--- config.mk ---
export PLATFORM = sky130hd
export DESIGN_NAME = seq_detect_ctrl
export DESIGN_NICKNAME = d
export VERILOG_FILES = /design/src/rtl/seq_detect_pkg.sv /design/src/rtl/seq_tick_prescaler.sv /design/src/rtl/seq_detect_ctrl.sv
export SDC_FILE = /design/constraint.sdc
export NUM_CORES = 1
export LEC_CHECK = 0
export ABC_AREA = 0
export CAP_MARGIN = 20
export CORE_MARGIN = 2
export CORE_UTILIZATION = 38
export CTS_CLUSTER_SIZE = 40
export DETAILED_ROUTE_END_ITERATION = 8
export GPL_TIMING_DRIVEN = 0
export MAX_ROUTING_LAYER = met4
export PLACE_DENSITY = 0.63
export SYNTH_ARGS = -nofsm -noshare
export SYNTH_HDL_FRONTEND = slang
export SYNTH_SLANG_ARGS = --single-unit
--- constraint.sdc ---
create_clock -name clk -period 6.7 [get_ports clk]
set_input_delay 1.34 -clock clk [delete_from_list [all_inputs] [get_ports clk]]
set_output_delay 1.34 -clock clk [all_outputs]
set_load 0.01 [all_outputs]
--- src/rtl/seq_detect_pkg.sv ---
// Shared types and sizing helpers for the serial sequence-detect controller.
package seq_detect_pkg;

  typedef enum logic [1:0] {
    ST_UNCFG = 2'd0,
    ST_IDLE  = 2'd1,
    ST_SHIFT = 2'd2
  } state_e;

  // Counter/index width for a range of n values; never narrower than 1 bit.
  function automatic int unsigned idx_w(input int unsigned n);
    return (n > 1) ? $clog2(n) : 1;
  endfunction

  localparam int unsigned BITPOS_W = 32;

endpackage

--- src/rtl/seq_tick_prescaler.sv ---
// Divides the system clock into a one-cycle enable strobe every DIVISOR enabled cycles.
module seq_tick_prescaler
  import seq_detect_pkg::*;
#(
  parameter int unsigned DIVISOR = 1_000_000
) (
  input  logic clk,
  input  logic rst_n,
  input  logic i_en,
  input  logic i_clr,
  output logic o_tick
);

  localparam int unsigned CW = idx_w(DIVISOR);
  localparam logic [CW-1:0] LAST = CW'(DIVISOR - 1);

  logic [CW-1:0] r_cnt;

  assign o_tick = i_en && (r_cnt == LAST);

  always_ff @(posedge clk or negedge rst_n) begin
    if (!rst_n)                r_cnt <= '0;
    else if (i_clr || o_tick)  r_cnt <= '0;
    else if (i_en)             r_cnt <= r_cnt + 1'b1;
  end

endmodule

--- src/rtl/seq_detect_ctrl.sv ---
// Word-to-serial feeder with pattern matcher, saturating match counter and sticky IRQ.
// Optional SEQ_DETECT_CTRL_BITPOS_EN adds match_bitpos (1-based bit position of last match).
module seq_detect_ctrl
  import seq_detect_pkg::*;
#(
  parameter int unsigned SEQ_WIDTH  = 4,
  parameter int unsigned DATA_WIDTH = 8,
  parameter int unsigned DIVISOR    = 1_000_000,
  parameter int unsigned CNT_WIDTH  = 16
) (
  input  logic                  clk,
  input  logic                  rst_n,
  input  logic                  cfg_valid,
  output logic                  cfg_ready,
  input  logic [SEQ_WIDTH-1:0]  cfg_pattern,
  input  logic                  cfg_overlap,
  input  logic [CNT_WIDTH-1:0]  cfg_threshold,
  input  logic                  in_valid,
  output logic                  in_ready,
  input  logic [DATA_WIDTH-1:0] in_data,
  output logic                  bit_tick,
  output logic                  bit_out,
  output logic                  match_pulse,
  output logic [CNT_WIDTH-1:0]  match_count,
  output logic                  irq,
  input  logic                  irq_clr,
  output logic                  busy
`ifdef SEQ_DETECT_CTRL_BITPOS_EN
  , output logic [BITPOS_W-1:0] match_bitpos
`endif
);

  localparam int unsigned IDX_W  = idx_w(DATA_WIDTH);
  localparam int unsigned FILL_W = $clog2(SEQ_WIDTH + 1);
  localparam logic [FILL_W-1:0] FILL_FULL = FILL_W'(SEQ_WIDTH);

  state_e                r_state, w_state_nxt;
  logic [SEQ_WIDTH-1:0]  r_pattern, r_shift, w_shift_nxt;
  logic                  r_overlap;
  logic [CNT_WIDTH-1:0]  r_thr, r_count, w_cnt_nxt;
  logic [DATA_WIDTH-1:0] r_word;
  logic [IDX_W-1:0]      r_idx;
  logic [FILL_W-1:0]     r_fill, w_fill_inc;
  logic                  r_irq;
  logic w_tick, w_bit, w_last, w_match, w_cfg_hs, w_in_hs, w_cnt_sat, w_irq_set, w_shift_en;

  assign w_shift_en = (r_state == ST_SHIFT);

  seq_tick_prescaler #(.DIVISOR(DIVISOR)) u_presc (
    .clk    (clk),
    .rst_n  (rst_n),
    .i_en   (w_shift_en),
    .i_clr  (w_in_hs),
    .o_tick (w_tick)
  );

  assign w_last   = w_tick && (r_idx == '0);
  assign w_cfg_hs = cfg_valid && cfg_ready;
  assign w_in_hs  = in_valid && in_ready;

  always_ff @(posedge clk or negedge rst_n) begin
    if (!rst_n) r_state <= ST_UNCFG;
    else        r_state <= w_state_nxt;
  end

  // A cfg request in IDLE takes priority over a word: in_ready drops that cycle.
  always_comb begin
    w_state_nxt = r_state;
    cfg_ready   = 1'b0;
    in_ready    = 1'b0;
    busy        = 1'b0;
    case (r_state)
      ST_UNCFG: begin
        cfg_ready = 1'b1;
        if (cfg_valid) w_state_nxt = ST_IDLE;
      end
      ST_IDLE: begin
        cfg_ready = 1'b1;
        in_ready  = !cfg_valid;
        if (in_valid && !cfg_valid) w_state_nxt = ST_SHIFT;
      end
      ST_SHIFT: begin
        busy     = 1'b1;
        in_ready = w_last;
        if (w_last && !in_valid) w_state_nxt = ST_IDLE;
      end
      default: w_state_nxt = ST_UNCFG;
    endcase
  end

  assign w_bit       = r_word[r_idx];
  assign bit_tick    = w_tick;
  assign bit_out     = w_tick & w_bit;
  assign w_shift_nxt = {r_shift[SEQ_WIDTH-2:0], w_bit};
  assign w_fill_inc  = (r_fill == FILL_FULL) ? r_fill : r_fill + 1'b1;
  assign w_match     = w_tick && (w_shift_nxt == r_pattern) && (w_fill_inc == FILL_FULL);
  assign match_pulse = w_match;
  assign w_cnt_sat   = &r_count;
  assign w_cnt_nxt   = r_count + 1'b1;
  // Only a real increment can fire the IRQ, so a saturated counter never re-triggers.
  assign w_irq_set   = w_match && !w_cnt_sat && (r_thr != '0) && (w_cnt_nxt == r_thr);
  assign match_count = r_count;
  assign irq         = r_irq;

  always_ff @(posedge clk or negedge rst_n) begin
    if (!rst_n) begin
      r_pattern <= '0;
      r_overlap <= 1'b0;
      r_thr     <= '0;
      r_shift   <= '0;
      r_fill    <= '0;
      r_count   <= '0;
      r_irq     <= 1'b0;
      r_word    <= '0;
      r_idx     <= '0;
    end else begin
      if (w_cfg_hs) begin
        r_pattern <= cfg_pattern;
        r_overlap <= cfg_overlap;
        r_thr     <= cfg_threshold;
        r_shift   <= '0;
        r_fill    <= '0;
        r_count   <= '0;
        r_irq     <= 1'b0;
      end else begin
        if (w_tick) begin
          r_shift <= w_shift_nxt;
          r_fill  <= (w_match && !r_overlap) ? '0 : w_fill_inc;
        end
        if (w_match && !w_cnt_sat) r_count <= w_cnt_nxt;
        if (w_irq_set)             r_irq <= 1'b1;
        else if (irq_clr)          r_irq <= 1'b0;
      end
      if (w_in_hs) begin
        r_word <= in_data;
        r_idx  <= IDX_W'(DATA_WIDTH - 1);
      end else if (w_tick) begin
        r_idx  <= r_idx - 1'b1;
      end
    end
  end

`ifdef SEQ_DETECT_CTRL_BITPOS_EN
  logic [BITPOS_W-1:0] r_bitcnt, r_bitpos;

  always_ff @(posedge clk or negedge rst_n) begin
    if (!rst_n) begin
      r_bitcnt <= '0;
      r_bitpos <= '0;
    end else if (w_cfg_hs) begin
      r_bitcnt <= '0;
      r_bitpos <= '0;
    end else if (w_tick) begin
      r_bitcnt <= r_bitcnt + 1'b1;
      if (w_match) r_bitpos <= r_bitcnt + 1'b1;
    end
  end

  assign match_bitpos = r_bitpos;
`endif

endmodule
==> run summary <==
The flow ran to the end, and the final reports show no timing, DRC or antenna violations. Setup repair after global routing left no endpoint under its margin. The CTS buffer count is 9. TritonCTS built the clock tree. After clock tree synthesis, the repair step resized 0 gates. The mean area per synthesized cell came out at 9.38 um2.

The post-detailed-route count of antenna-violating nets came out at 0. STA classifies the critical path endpoint as an output pin. The most common flop cell mapped by yosys is dfrtp_1.

STA puts the critical path data arrival time at 3140 ps. In this run the critical register-to-register path is launched from r_state[0]$_DFFE_PN0P_. Of the available clock period, the critical path in the final layout requires 66.9%. The global-route wire length before repair came out at 17300 um.

After synthesis, the cell types taking the most area are dfrtp_1, nand2_1, xnor2_1, xor2_1, nor2_1. The worst vdd rail ir drop is 0.138 mV. After clock tree synthesis, the clock-pin slew on the worst setup and hold paths is 70 ps.

The total DRC errors in the routed layout is 0. The deepest level of the CTS H-tree is 3. The area of the die is 12200 um2. Hold timing on the final database bottoms out at a slack of 500 ps. The timing startpoint of the critical path is r_state[0]$_DFFE_PN0P_.

The worst hold endpoint is r_overlap$_DFFE_PN0P_. For this run, the top clock speed supported by timing is 0.223 GHz. The number of search-and-repair iterations in the first detailed-routing pass is 4. The floorplan step set the die height to 111 um.

The final number of setup-violating endpoints is 0. The final number of hold-violating endpoints was 0. Entering global routing, the biggest net connects 61 pins. Cells with a size suffix above 1 make up 9.74% of the layout. The worst setup path is launched from a flip-flop.

Routability-driven placement finished with a final weighted congestion of 0.879. The area overhead of the layout relative to synthesis is 24.7%. The required time at the worst-slack endpoint is 5360 ps. The final setup skew came out at 9.40 ps. The transition time of the tightest slew-check pin is 696 ps. The estimated wirelength of the detail-placed design is 7460 um.

The number of hold buffers added after CTS is 0. The sink count of the clock tree is 77. The number of global-route vias before repair came out at 3531. The accumulated negative setup slack is 0 ps.

The net count of the mapped netlist is 505. Counting I/O delays and the setup requirement, the final critical path takes 4480 ps. The row count came out at 38. Measured in cells, the most critical reg-to-reg path has a length of 10. The setup slack on the worst flop-to-flop path came out at 3890 ps. The classification of the worst setup path is flip-flop to output pin. The overall die width came out at 111 um. The initial antenna violation count is 0. The clock reaches the later pin of the worst-skew pair after 340 ps. The initial standard-cell utilization of the core came out at 39.4%. The max-cap violation count came out at 0. The global-route total usage across every layer came out at 17.9%.

In this run the post-CTS setup repair buffer count came out at 0. The endpoint of the worst-slack reg-to-reg timing path is match_count[10]$_DFFE_PN0P_. The total length of routed wires came out at 10200 um.

The count of final max-slew check failures came out at 0. The number of DRC markers in iteration 0 is 184. The largest fanout of any net on the critical path is 10.

The ratio of routed vias to standard cells came out at 5.27. nand2_1 is the most common cell in the netlist. The average detailed-routed wire length per instance came out at 15.2 um. For this run, asynchronously set or reset flops after synthesis account for 100%. In this run the tightest slew margin relative to its limit is 53.3%.

The count of buffers added on input and output ports is 56. The tree is rooted in a clkbuf_16. The Yosys warning count came out at 0. The area of the core came out at 11000 um2. The count of nets after finishing is 573.

The most area-hungry cell type in the Yosys netlist is dfrtp_1. After synthesis, the most frequently instantiated cells are nand2_1, dfrtp_1, nor2_1. The number of distinct library cell variants in the gate-level netlist after synthesis came out at 55. Detailed routing inserted a total of 3553 vias. The top-level I/O count is 57. The power density over the cells is 304 nW/um2. The part of the Yosys area used for sequential elements came out at 44.6%. The number of enable flip-flop cells after synthesis is 0. The antenna diode instance count came out at 0. The startpoint identified for the worst hold timing path is r_overlap$_DFFE_PN0P_. After synthesis, the largest area contributor takes up 44.6% of total cell area. Counting every instance in the synthesized netlist gives 461.

The clock passes through at most 2 buffers. The cell area after synthesis came out at 4320 um2. Counting instances, the worst hold path has a depth of 2.

The global-route congestion overflow total came out at 0. The leakage power of the design came out at 2.34 nW. The worst hold path belongs to the class flip-flop to flip-flop. The synthesized design contains 77 register bits.
## worst max-delay path: stages, from the launching register on
cell	delay (ps)
dfrtp_1	400
inv_1	110
ha_1	170
buf_2	200
and4_1	270
and3_1	170
clkbuf_1	230
nand4_2	210
buf_4	270
nor2_1	200
clkdlybuf4s50_1	570
## flip-flops by register name, indices dropped and copies added (netlist names)
| signal | flops |
|---|---|
| r_word | 8 |
| r_state | 2 |
| match_count | 16 |
| r_fill | 3 |
| r_pattern | 4 |
| irq | 1 |
| r_idx | 3 |
| r_overlap | 1 |
| u_presc.r_cnt | 20 |
| r_thr | 16 |
| r_shift | 3 |
## metal layers
metal / global-route usage, % / wire length [um]
met4: 5.83 / 213
met5: - / 0
met2: 27.1 / 4830
met3: 4.43 / 502
met1: 23.6 / 4670
## worst max-delay path by stage
stage | endpoint | slack (ps)
3_3_place_gp | match_count[6]$_DFFE_PN0P_ | 1540
6_report | match_pulse | 2220
4_1_cts | match_pulse | 2210
2_1_floorplan | match_pulse | 3290
5_1_grt | match_pulse | 2020
3_5_place_dp | match_pulse | 2600
## cell usage in the layout (no fill, tap or decap), types with 8 or more instances in the layout
cell / count
inv_1: 9
mux2_2: 8
nor2_1: 50
clkdlybuf4s50_1: 55
xnor2_1: 30
nor4_1: 8
a21oi_1: 12
dfrtp_1: 77
nand2_1: 96
clkbuf_16: 9
xor2_1: 24
ha_1: 10
nand3_1: 13
nand4_1: 12
clkbuf_1: 14
## cells by family (layout without fill, tap and decap cells)
| logic type | count (synthesis) | after routing | share of synthesized area [%] |
|---|---|---|---|
| multiplexers | 17 | 17 | 4.75 |
| AND/OR/NAND/NOR | 229 | 229 | 26.7 |
| XOR/XNOR | 54 | 54 | 10.9 |
| flip-flops | 77 | 77 | 44.6 |
| buffers and inverters | 29 | 102 | 2.72 |
| adder cells (fa/ha/maj) | 10 | 10 | 2.89 |
| AO/OA/AOI/OAI | 45 | 45 | 7.41 |
## where the power goes
group | leakage [nW] | internal (mW) | switching (mW)
Sequential | 1.00 | 0.564 | 0.0991
Combinational | 1.18 | 0.205 | 0.267
Clock | 0.152 | 0.294 | 0.208
Total | 2.34 | 1.06 | 0.574
## layout make-up
cell class | count | area [um2]
fillers | 1024 | 5590
multi-input cells | 355 | 2280
flip-flops and latches | 77 | 1930
repair buffers | 57 | 586
clock buffers | 9 | 225
well taps | 140 | 175
clock inverters | 7 | 81.3
plain buffers | 19 | 80.1
inverters | 10 | 37.5
## per-stage QoR
stage                     setup slack, ps  power [mW]  utilization, %  std cells  cell area [um2]
final                                2220        1.64            49.1        674             5390
after global routing                 2020        1.73            49.1        674             5390
after CTS                            2210        1.65            49.1        674             5390
after detailed placement             2600        1.14            46.3        658             5080
after global placement               1540        1.13            46.1        657             5060
after floorplan                      3290       0.978               -        461             4320
Note: power is estimated with default switching activity, not from simulation.
